### src/rtl/regfile_wb_queue_pkg.sv
// Shared types and constants for the register-file write-back queue.
//   ADDR_W      : register address width
//   DATA_W      : register data width
//   ZERO_REG    : hard-wired zero register; writes to it are discarded
//   wbq_entry_t : one queued write (valid, rd, data)
//   byp_t       : result of a bypass lookup (hit, data)
package regfile_wb_queue_pkg;

  localparam int ADDR_W = 5;
  localparam int DATA_W = 32;

  localparam logic [ADDR_W-1:0] ZERO_REG = '0;

  typedef struct packed {
    logic              valid;
    logic [ADDR_W-1:0] rd;
    logic [DATA_W-1:0] data;
  } wbq_entry_t;

  typedef struct packed {
    logic              hit;
    logic [DATA_W-1:0] data;
  } byp_t;

  // A write is only architecturally visible when it targets a real register.
  function automatic logic is_live_rd(input logic [ADDR_W-1:0] rd);
    return rd != ZERO_REG;
  endfunction

endpackage

### src/rtl/wbq_fifo.sv
// Circular FIFO holding pending port-B register writes.
// Every slot carries its own valid bit so a newer write from the pipeline
// can cancel queued writes to the same register without disturbing order:
// a cancelled entry keeps its slot and later pops as a no-op.
// Ports:
//   clk, rst     : clock, synchronous active-high reset
//   push         : store push_entry at the tail (ignored when full)
//   push_entry   : entry to store
//   pop          : advance the head (ignored when empty)
//   kill_en      : clear valid on every stored entry whose rd == kill_rd
//   kill_rd      : register address being overwritten by a newer write
//   head_entry   : entry at the head (meaningful when !empty)
//   head_ptr     : index of the oldest slot, for age-ordered scans
//   entries      : raw slot contents, for bypass lookup
//   count        : occupied slots, cancelled ones included
//   full, empty  : occupancy flags
module wbq_fifo
  import regfile_wb_queue_pkg::*;
#(
  parameter int DEPTH = 4
) (
  input  logic                       clk,
  input  logic                       rst,
  input  logic                       push,
  input  wbq_entry_t                 push_entry,
  input  logic                       pop,
  input  logic                       kill_en,
  input  logic [ADDR_W-1:0]          kill_rd,
  output wbq_entry_t                 head_entry,
  output logic [$clog2(DEPTH)-1:0]   head_ptr,
  output wbq_entry_t                 entries [DEPTH],
  output logic [$clog2(DEPTH):0]     count,
  output logic                       full,
  output logic                       empty
);

  localparam int PTR_W = $clog2(DEPTH);
  localparam int CNT_W = PTR_W + 1;

  wbq_entry_t       mem [DEPTH];
  logic [PTR_W-1:0] head_q;
  logic [PTR_W-1:0] tail_q;
  logic [CNT_W-1:0] count_q;

  logic do_push;
  logic do_pop;

  assign full    = (count_q == CNT_W'(DEPTH));
  assign empty   = (count_q == '0);
  assign do_push = push && !full;
  assign do_pop  = pop && !empty;

  // NOTE: the storage array is reset along with the pointers because the
  // valid bits are state that the bypass and drain logic depend on; a
  // stale valid bit in a free slot must never be observable after reset.
  // NOTE: all state below uses non-blocking assignments so every register
  // samples pre-edge values; the order of the statements then only matters
  // where two writes target the same bit, and there the later one wins.
  always_ff @(posedge clk) begin
    if (rst) begin
      head_q  <= '0;
      tail_q  <= '0;
      count_q <= '0;
      for (int i = 0; i < DEPTH; i++) begin
        mem[i] <= '0;
      end
    end else begin
      if (kill_en) begin
        for (int i = 0; i < DEPTH; i++) begin
          if (mem[i].valid && mem[i].rd == kill_rd) begin
            mem[i].valid <= 1'b0;
          end
        end
      end
      // The push comes after the kill so a same-edge push to the killed
      // address survives: it is younger than the write doing the killing.
      if (do_push) begin
        mem[tail_q] <= push_entry;
        tail_q      <= tail_q + PTR_W'(1);
      end
      if (do_pop) begin
        head_q <= head_q + PTR_W'(1);
      end
      case ({do_push, do_pop})
        2'b10:   count_q <= count_q + CNT_W'(1);
        2'b01:   count_q <= count_q - CNT_W'(1);
        default: count_q <= count_q;
      endcase
    end
  end

  assign head_entry = mem[head_q];
  assign head_ptr   = head_q;
  assign count      = count_q;

  always_comb begin
    for (int i = 0; i < DEPTH; i++) begin
      entries[i] = mem[i];
    end
  end

endmodule

### src/rtl/regfile_wb_queue.sv
// Register-file write-back arbiter with a queue for long-latency results.
// Port A (pipeline write-back) owns the single write port whenever it is
// valid; port-B writes wait in a FIFO and drain in idle write-port cycles.
// Pending writes are visible to readers through a combinational bypass.
// Ports:
//   clk, rst                         : clock, synchronous active-high reset
//   a_valid, a_rd, a_data            : pipeline write, always accepted
//   b_valid, b_rd, b_data, b_ready   : queued write with valid/ready handshake
//   W_en, W_write_rd, W_write_data   : registered register-file write port
//   W_read_rs, W_read_rt             : register-file read addresses
//   byp_rs_hit/_data, byp_rt_hit/_data : newest pending value for rs / rt
//   q_count                          : occupied queue slots
module regfile_wb_queue
  import regfile_wb_queue_pkg::*;
#(
  parameter int DEPTH = 4
) (
  input  logic                   clk,
  input  logic                   rst,
  input  logic                   a_valid,
  input  logic [4:0]             a_rd,
  input  logic [31:0]            a_data,
  input  logic                   b_valid,
  input  logic [4:0]             b_rd,
  input  logic [31:0]            b_data,
  output logic                   b_ready,
  output logic                   W_en,
  output logic [4:0]             W_write_rd,
  output logic [31:0]            W_write_data,
  input  logic [4:0]             W_read_rs,
  input  logic [4:0]             W_read_rt,
  output logic                   byp_rs_hit,
  output logic [31:0]            byp_rs_data,
  output logic                   byp_rt_hit,
  output logic [31:0]            byp_rt_data,
  output logic [$clog2(DEPTH):0] q_count
);

  localparam int PTR_W = $clog2(DEPTH);
  localparam int CNT_W = PTR_W + 1;

  wbq_entry_t       b_entry;
  wbq_entry_t       head_entry;
  wbq_entry_t       q_entries [DEPTH];
  logic [PTR_W-1:0] head_ptr;
  logic [CNT_W-1:0] count;
  logic             full;
  logic             empty;
  logic             b_push;
  logic             q_pop;
  logic             a_kill;
  wbq_entry_t       wb_next;
  wbq_entry_t       wb_q;
  byp_t             rs_byp;
  byp_t             rt_byp;

  // Writes to the zero register are queued so the handshake completes,
  // but enter the queue already invalid and so never write or bypass.
  assign b_ready = !full && !rst;
  assign b_push  = b_valid && b_ready;
  assign b_entry = '{valid: is_live_rd(b_rd), rd: b_rd, data: b_data};

  // Port A owns the write port; the queue drains only in cycles it is idle.
  assign q_pop  = !a_valid && !empty;
  assign a_kill = a_valid && is_live_rd(a_rd);

  wbq_fifo #(
    .DEPTH (DEPTH)
  ) u_fifo (
    .clk        (clk),
    .rst        (rst),
    .push       (b_push),
    .push_entry (b_entry),
    .pop        (q_pop),
    .kill_en    (a_kill),
    .kill_rd    (a_rd),
    .head_entry (head_entry),
    .head_ptr   (head_ptr),
    .entries    (q_entries),
    .count      (count),
    .full       (full),
    .empty      (empty)
  );

  // Write-port selection. Invalid writes (zero register, killed entries,
  // idle cycles) present rd/data as zero so the port is clean when W_en=0.
  // NOTE: wb_next gets a full default before any branch so every path
  // assigns it and no latch is inferred.
  always_comb begin
    wb_next = '0;
    if (a_valid) begin
      if (is_live_rd(a_rd)) begin
        wb_next = '{valid: 1'b1, rd: a_rd, data: a_data};
      end
    end else if (q_pop) begin
      if (head_entry.valid) begin
        wb_next = head_entry;
      end
    end
  end

  always_ff @(posedge clk) begin
    if (rst) begin
      wb_q <= '0;
    end else begin
      wb_q <= wb_next;
    end
  end

  assign W_en         = wb_q.valid;
  assign W_write_rd   = wb_q.rd;
  assign W_write_data = wb_q.data;
  assign q_count      = count;

  // Newest pending write to addr. The queue is newer than the output
  // register, and within the queue later slots (from head towards tail)
  // are newer, so the scan runs oldest-first and the last match wins.
  function automatic byp_t lookup(input logic [ADDR_W-1:0] addr);
    byp_t             res;
    logic [PTR_W-1:0] idx;
    res = '0;
    if (wb_q.valid && wb_q.rd == addr) begin
      res = '{hit: 1'b1, data: wb_q.data};
    end
    for (int i = 0; i < DEPTH; i++) begin
      idx = head_ptr + PTR_W'(i);
      if (CNT_W'(i) < count && q_entries[idx].valid && q_entries[idx].rd == addr) begin
        res = '{hit: 1'b1, data: q_entries[idx].data};
      end
    end
    if (rst || !is_live_rd(addr)) begin
      res = '0;
    end
    return res;
  endfunction

  always_comb begin
    rs_byp = lookup(W_read_rs);
    rt_byp = lookup(W_read_rt);
  end

  assign byp_rs_hit  = rs_byp.hit;
  assign byp_rs_data = rs_byp.data;
  assign byp_rt_hit  = rt_byp.hit;
  assign byp_rt_data = rt_byp.data;

endmodule
### config.mk
export PLATFORM = sky130hd
export DESIGN_NAME = regfile_wb_queue
export DESIGN_NICKNAME = d
export VERILOG_FILES = /design/src/rtl/regfile_wb_queue_pkg.sv /design/src/rtl/wbq_fifo.sv /design/src/rtl/regfile_wb_queue.sv
export SDC_FILE = /design/constraint.sdc
export NUM_CORES = 1
export LEC_CHECK = 0
export CAP_MARGIN = 10
export CORE_MARGIN = 1.5
export CORE_UTILIZATION = 55
export DETAILED_ROUTE_END_ITERATION = 10
export MAX_ROUTING_LAYER = met4
export PLACE_DENSITY = 0.79
export REMOVE_ABC_BUFFERS = 1
export SLEW_MARGIN = 5
export SYNTH_ARGS = -nofsm -noshare
export SYNTH_HDL_FRONTEND = slang
export SYNTH_SLANG_ARGS = --single-unit
### constraint.sdc
create_clock -name clk -period 4.9 [get_ports clk]
set_input_delay 1.47 -clock clk [delete_from_list [all_inputs] [get_ports clk]]
set_output_delay 1.47 -clock clk [all_outputs]
set_load 0.03 [all_outputs]
==> results of run 1 <==
-- layout make-up --
cell class              count  area [µm²]  area share [%]
clock inverters            15       160.2          0.7023
multi-input cells        1140       11640           51.07
repair buffers            397        4457           19.54
flip-flops and latches    199        5515           24.19
diodes                      1       2.502         0.01097
clock buffers              17       425.4           1.866
well taps                 390       488.0           2.140
inverters                  28       110.1          0.4829
-- cells in the mapped netlist, drive strengths merged, types with 13 or more instances --
library cell | count | area [µm²]
or2 | 13 | 81.33
edfxtp | 152 | 4564
nand3b | 24 | 180.2
xor2 | 37 | 324.1
a22oi | 37 | 277.8
nand2b | 20 | 125.1
o21ai | 60 | 300.3
a221oi | 29 | 254.0
a21oi | 36 | 180.2
or4 | 17 | 127.6
nor4 | 38 | 250.2
inv | 27 | 101.4
nor3 | 22 | 137.6
o311ai | 22 | 192.7
mux4 | 157 | 3536
a211oi | 38 | 285.3
xnor2 | 35 | 306.5
and2 | 198 | 1239
dfxtp | 47 | 940.9
nor2 | 89 | 334.1
clkbuf | 103 | 386.6
buf | 60 | 367.8
nand2 | 65 | 244.0
mux2 | 49 | 551.8
mux2i | 66 | 660.6
-- kinds of logic after synthesis --
group           synth area share [%]
fa+ha+maj                     0.6763
mux                            28.52
simple gates                   17.87
buf+inv                        5.162
flops                          33.06
xor+xnor                       3.787
compound gates                 10.93
-- path summary, 6_finish.rpt --
path | slack, ns | cells past startpoint | from | endpoint
max reg2reg | 2.31 | 7 | u_fifo.count[0]$_SDFFE_PP0P_ | u_fifo.mem[2][30]$_SDFFCE_PN0P_
min | 0.56 | 2 | u_fifo.tail_q[1]$_SDFFE_PP0P_ | u_fifo.tail_q[1]$_SDFFE_PP0P_
max | -0.09 | 12 | W_read_rs[0] | byp_rs_data[24]
min reg2reg | 0.56 | 2 | u_fifo.tail_q[1]$_SDFFE_PP0P_ | u_fifo.tail_q[1]$_SDFFE_PP0P_
-- repair_timing --
item	4_1_cts	5_1_grt
setup endpoints to repair	66	65
pin swaps	53	43
cloned	4	7
resized for setup	190	200
buffers inserted	22	33
-- registers in the layout, summed over array words and instances, names as in the netlist, named ones only --
name             cells
u_fifo.head_ptr      2
u_fifo.count         3
W_write_data        32
u_fifo.tail_q        2
u_fifo.mem         152
W_en                 1
W_write_rd           5
-- per-stage QoR --
step,hold slack (ns),util [%],total power [mW],instances
after global placement,0.5293,67.15,5.259,2100
after CTS,0.5618,72.36,6.913,2158
after floorplan,0.5059,-,4.590,1367
after detailed placement,0.5460,67.15,5.327,2100
after global routing,0.6154,76.73,7.507,2187
final,0.5620,76.73,7.303,2187
-- tightest hold or removal path: cells and delay by family (launching register included) --
| kind | cells | cell delay (ns) |
|---|---|---|
| flip-flops | 1 | 0.34 |
| buffers and inverters | 1 | 0.10 |
| AO/OA/AOI/OAI | 1 | 0.08 |
-- power breakdown --
part / switching, mW / total [mW] / leakage, nW / internal (mW)
registers: 0.196 / 2.17 / 1.97 / 1.97
clock network: 0.747 / 1.47 / 0.285 / 0.726
logic: 1.99 / 3.66 / 5.72 / 1.67
-- routing by layer --
metal | share of wire, % | routed length (µm)
met3 | 15 | 9494
met2 | 46 | 29440
met1 | 33 | 21230
met5 | 0 | 0
met4 | 6.2 | 3959
==> results.txt, run 1 <==
----------------------------------------------------
[Run status]
  Run status ... finished with violations
  Violated checks ... negative setup slack

[Timing]
  Top achievable clock speed ... 0.2005 GHz
  Time the worst path needs with I/O delays and setup ... 4.988 ns
  Total negative slack for setup checks ... -0.4682 ns
  Worst-case headroom to the max-slew limit ... 23.18%
  Unrepaired setup endpoints after global routing ... yes
  Period utilization ... 101.8%
  Final setup violation count ... 13
  Max Transition Viols Final ... 0
  Least-Margin Pin Slew ... 1.152 ns
  Number of hold violations in the final report ... 0
  Worst Skew ... between 0.02 and 0.025 ns
  Final worst-path setup slack ... -0.08791 ns

[Finish]
  Nets@finish ... 1880
  Post-Layout Inst Area ... 22800 µm²
  Fraction of layout instances using a drive strength above 1 ... roughly two fifths
  Area growth from synthesis to layout ... 36.95%
  Most used cells in the layout excluding fill and tap cells ... and2_1, mux4_2, edfxtp_1
  Fillers ... about 1.7k
  Most common cell after layout, fill and taps aside ... and2_1

[Setup path]
  Dominant cell type by count on the critical path ... buf_4
  Crit path kind ... in2out
  Peak per-stage delay on the critical path ... 0.35 ns
  Delay-heaviest family, CP ... buffers and inverters
  Slowest cell on the critical path ... a211o_1
  Startpoint class of the critical path ... primary input
  CP Buf/Inv Count ... 7
  CP max FO ... 18
  Req. time, crit path ... between 3 and 4 ns
  Crit path cell chain ... buf_12 -> buf_6 -> buf_4 -> buf_4 -> xnor2_2 -> nand3_2 -> a211o_1 -> buf_6 -> o21ai_0 -> a211oi_1 -> buf_4 -> buf_12
  CP Capture Type ... output port
  Critical path arrival ... 3.52 ns

[Drt]
  DRC marker count from the first detailed-route iteration ... 3232
  Total wire length ... 64120 µm
  Total iterations of the first detailed-routing run ... 8
  Average via count per standard cell ... 7.357
  Final antenna-violating net count ... 0
  Overall via count from detail_route ... 16.09k
  Residual DRC ... 0
  Routed length per instance ... 29.32 µm

[CTS]
  Clk root buf ... clkbuf_16
  Clock edge transition at the registers on the reported setup and hold paths ... about 0.080 ns
  TritonCTS clock tree ... built
  H-Tree Level Count ... 4
  Clock network latency to the later pin of the worst-skew pair ... 0.47 ns
  Count of clock tree sinks ... 199
  Maximum buffer depth of the clock tree ... 2
  Cts hold-fix bufs ... 0
  Number of CTS-inserted buffers ... 17

[GRT]
  Pin count of the biggest net entering global routing ... between 100 and 150
  Via count of the first global-routing pass ... 15.42k
  First-pass GRT wire length ... 89700 µm
  Met1 Use GR ... 47.88%
  Met3 usage ... a little over a tenth
  Initial antenna violation count ... 1
  Most Used Layer, Global Route ... met2
  Global Route Usage Sum ... 39.41%
  Met2 layer usage reported by global route ... 59.47%
  GR Overflow Total ... 0

[Place]
  Pre-CTS setup slack ... -0.7464 ns
  Placed inst area ... approximately 20000 µm²
  Count of buffers inserted at the top-level ports ... 195
  Routability cong. ... 0.9797
  Dpl hpwl ... 37170 µm

[Pwr]
  Power density over the cells ... 320.2 nW/µm²
  Static leakage ... 7.976 nW
  IR Drop Worst-Case VDD ... 280.2 µV

[Yosys]
  Count of synthesis-stage warnings from yosys ... 0
  Number of register bits inferred by synthesis ... between 150 and 200
  Synthesized area divided by synthesized cell count ... 10.88 µm²
  Area of the mapped netlist ... approximately 17000 µm²
  Seq/Total Area, Yosys ... between 30% and 40%
  Number of library cell types mapped by synthesis ... 52
  Number of enable-type register cells in the synthesized netlist ... roughly 150
  Synthesized netlist cell count ... 1530
  Most instantiated flip-flop cell in the synthesis netlist ... edfxtp_1
  FFs w/ async S/R, synth ... 0%

[Floorplan]
  Std cell rows ... 63
  Core Box Area ... about 30000 µm²
  Initial core utilization ... a little under three fifths
  I/O pin count ... 196
  Overall die width ... 177.0 µm
  Die outline height ... 177.0 µm
  Overall die area ... 31330 µm²

[Job]
  Max cap viols ... 0

[Min path]
  Path class of the lowest-slack min-delay path ... reg2reg

----------------------------------------------------
Power figures use the tool's default switching activity.
==> run 2: changes to the inputs <==
--- a/config.mk
+++ b/config.mk
@@ -9,8 +9,9 @@
 export CORE_MARGIN = 1.5
 export CORE_UTILIZATION = 55
 export DETAILED_ROUTE_END_ITERATION = 10
+export DONT_BUFFER_PORTS = 1
 export MAX_ROUTING_LAYER = met4
-export PLACE_DENSITY = 0.79
+export PLACE_DENSITY = 0.7
 export REMOVE_ABC_BUFFERS = 1
 export SLEW_MARGIN = 5
 export SYNTH_ARGS = -nofsm -noshare
==> run 2 against run 1 <==
Clock power is essentially flat. The flow still finishes with violations (negative setup slack). Critical endpoint is now byp_rs_data[7]. Worst hold slack got worse by 0.0083 ns. Highest routed layer unchanged. First-iteration DRC count is 28% lower.
==> results.txt, run 2 (synthesis results as in run 1) <==
----------------------------------------------------
[CTS]
  H-Tree Level Count ... 4 (unchanged)
  TritonCTS clock tree ... built
  Count of clock tree sinks ... 199 (unchanged)
  Clk root buf ... clkbuf_16
  Number of CTS-inserted buffers ... 17 (unchanged)
  Clock network latency to the later pin of the worst-skew pair ... 0.46 ns (about the same)
  Clock edge transition at the registers on the reported setup and hold paths ... 0.08 ns (about the same)
  Maximum buffer depth of the clock tree ... 2 (unchanged)

[Pwr]
  IR Drop Worst-Case VDD ... 307.1 µV (+9.6%)
  Static leakage ... 6.809 nW (-15%)
  Power density over the cells ... 358.0 nW/µm² (+12%)

[Timing]
  Worst-case headroom to the max-slew limit ... 29.37% (+6.2 points)
  Number of hold violations in the final report ... 0 (unchanged)
  Final worst-path setup slack ... -0.07547 ns (+0.01244 ns)
  Max Transition Viols Final ... 0 (unchanged)
  Worst Skew ... 0.01131 ns (-0.009604 ns)
  Final setup violation count ... 15 (+2)
  Unrepaired setup endpoints after global routing ... yes
  Smallest hold slack ... 0.5538 ns (-0.008255 ns)
  Least-Margin Pin Slew ... 1.059 ns (-0.09284 ns)
  Period utilization ... 101.5% (-0.25 points)
  Top achievable clock speed ... 0.2010 GHz (+0.25%)
  Time the worst path needs with I/O delays and setup ... 4.975 ns (-0.01244 ns)

[Place]
  Count of buffers inserted at the top-level ports ... 0 (-100%)
  Dpl hpwl ... 34710 µm (-6.6%)
  Number of instances in the placed design ... 1926 (-8.3%)
  Routability cong. ... 0.9502 (-3.0%)
  Placed inst area ... 17970 µm² (-10%)
  Pre-CTS setup slack ... -0.4888 ns (+0.2576 ns)

[Setup path]
  CP max FO ... 20 (+2)
  CP Capture Type ... output port
  Req. time, crit path ... 3.43 ns (about the same)
  FF-to-FF Start ... u_fifo.count[2]$_SDFFE_PP0P_
  Critical path arrival ... 3.51 ns (about the same)
  Crit path kind ... in2out
  Startpoint of the worst setup timing path ... W_read_rs[3]
  Startpoint class of the critical path ... primary input

[Drt]
  Routed length per instance ... 29.94 µm (+2.1%)
  Total wire length ... 59940 µm (-6.5%)
  Average via count per standard cell ... 7.310 (-0.63%)
  Residual DRC ... 0 (unchanged)
  Final antenna-violating net count ... 0 (unchanged)
  Total iterations of the first detailed-routing run ... 8 (unchanged)
  DRC marker count from the first detailed-route iteration ... 2332 (-28%)
  Overall via count from detail_route ... 14.64k (-9.0%)

[Floorplan]
  Overall die width ... 177.0 µm (unchanged)
  Overall die area ... 31330 µm² (unchanged)
  Std cell rows ... 63 (unchanged)
  Die outline height ... 177.0 µm (unchanged)
  Core Box Area ... 29720 µm² (unchanged)
  I/O pin count ... 196 (unchanged)
  Initial core utilization ... 56.03% (unchanged)

[Finish]
  Most used cells in the layout excluding fill and tap cells ... and2_1, mux4_2, buf_4
  Number of standard cells in the final layout excluding fillers ... 2002 (-8.5%)
  Reg with most FFs ... u_fifo.mem
  Flip-flop count of the largest register after layout ... 152 (unchanged)
  Area growth from synthesis to layout ... 18.72%
  Nets@finish ... 1695 (-9.8%)
  Fraction of layout instances using a drive strength above 1 ... 34.76% (-4.7 points)
  Fillers ... 2143 (+25%)
  Most common cell after layout, fill and taps aside ... and2_1
  Post-Layout Inst Area ... 19770 µm² (-13%)

[GRT]
  GR Overflow Total ... 0 (unchanged)
  Initial antenna violation count ... 1 (unchanged)
  Global Route Usage Sum ... 38.41% (-1.0 points)
  Pin count of the biggest net entering global routing ... 138 (+21%)
  First-pass GRT wire length ... 85830 µm (-4.3%)
  Via count of the first global-routing pass ... 14.07k (-8.8%)

[Job]
  Max cap viols ... 0 (unchanged)

[Run status]
  Violated checks ... negative setup slack
  Run status ... finished with violations

[Min path]
  Path class of the lowest-slack min-delay path ... reg2reg
  Hold path startpoint ... u_fifo.tail_q[1]$_SDFFE_PP0P_

----------------------------------------------------
-- run 2: changes by cell type in the layout (fill, tap and decap cells not counted), sizes merged --
| cell | change |
|---|---|
| clkdlybuf4s50 | -118 |
| buf | -62 |
| inv | -5 |
| clkbuf | -4 |
| bufbuf | +2 |
| clkinvlp | +1 |
| nor3 | +1 |
-- run 2: power breakdown --
group	switching, mW	internal (mW)	total [mW]
clock network	0.708	0.756	1.46
registers	0.203	1.97	2.17
logic	1.87	1.57	3.44
total	2.78	4.30	7.08
-- run 2: final cells by class --
| cell class | instances | area (µm²) | share of cell area, % |
|---|---|---|---|
| multi-input cells | 1141 | 10910 | 55.20 |
| clock buffers | 21 | 471.7 | 2.386 |
| repair buffers | 211 | 2157 | 10.91 |
| diodes | 1 | 2.502 | 0.01266 |
| clock inverters | 11 | 112.6 | 0.5697 |
| well taps | 390 | 488.0 | 2.469 |
| flip-flops and latches | 199 | 5515 | 27.90 |
| inverters | 28 | 108.9 | 0.5507 |
-- run 2: worst max-delay path, cell delays in order --
cell,delay [ns]
clkinvlp_4,0.16
a221oi_2,0.37
o2111ai_1,0.23
nand4b_4,0.28
buf_12,0.22
mux2_2,0.28
a211oi_1,0.27
buf_4,0.21
-- run 2: routing by layer --
metal / global-route usage [%] / up-vias / share of wire [%]
met1: 45.61 / 7075 / 34
li1: - / 6029 / -
met3: 11.30 / 269 / 14
met5: - / - / 0
met2: 59.08 / 1262 / 47
met4: 20.37 / 0 / 5.2
-- run 2: final timing paths --
| path | to | slack [ns] | cells after the start |
|---|---|---|---|
| worst max-delay path | byp_rs_data[7] | -0.08 | 8 |
| worst min-delay path | u_fifo.tail_q[1]$_SDFFE_PP0P_ | 0.55 | 2 |
| worst max register to register | u_fifo.mem[1][37]$_SDFFCE_PN0P_ | 2.17 | 7 |
| worst min register to register | u_fifo.tail_q[1]$_SDFFE_PP0P_ | 0.55 | 2 |
-- run 2: timing repair --
action,in CTS,in global routing
endpoints found under the hold margin,0,0
setup endpoints to repair,65,65
cloned,5,3
hold buffers,0,0
pin swaps,7,15
setup buffers,19,16
resized for setup,27,113
-- run 2: metrics by stage --
step                      power (mW)  utilization, %  TNS (ns)
after global placement         5.121           60.41    -12.78
after CTS                      6.787           63.83  -0.02950
after global routing           7.281           66.52    -2.594
final                          7.076           66.52   -0.6114
after detailed placement       5.182           60.46    -14.11
after floorplan                4.590               -   -481.05
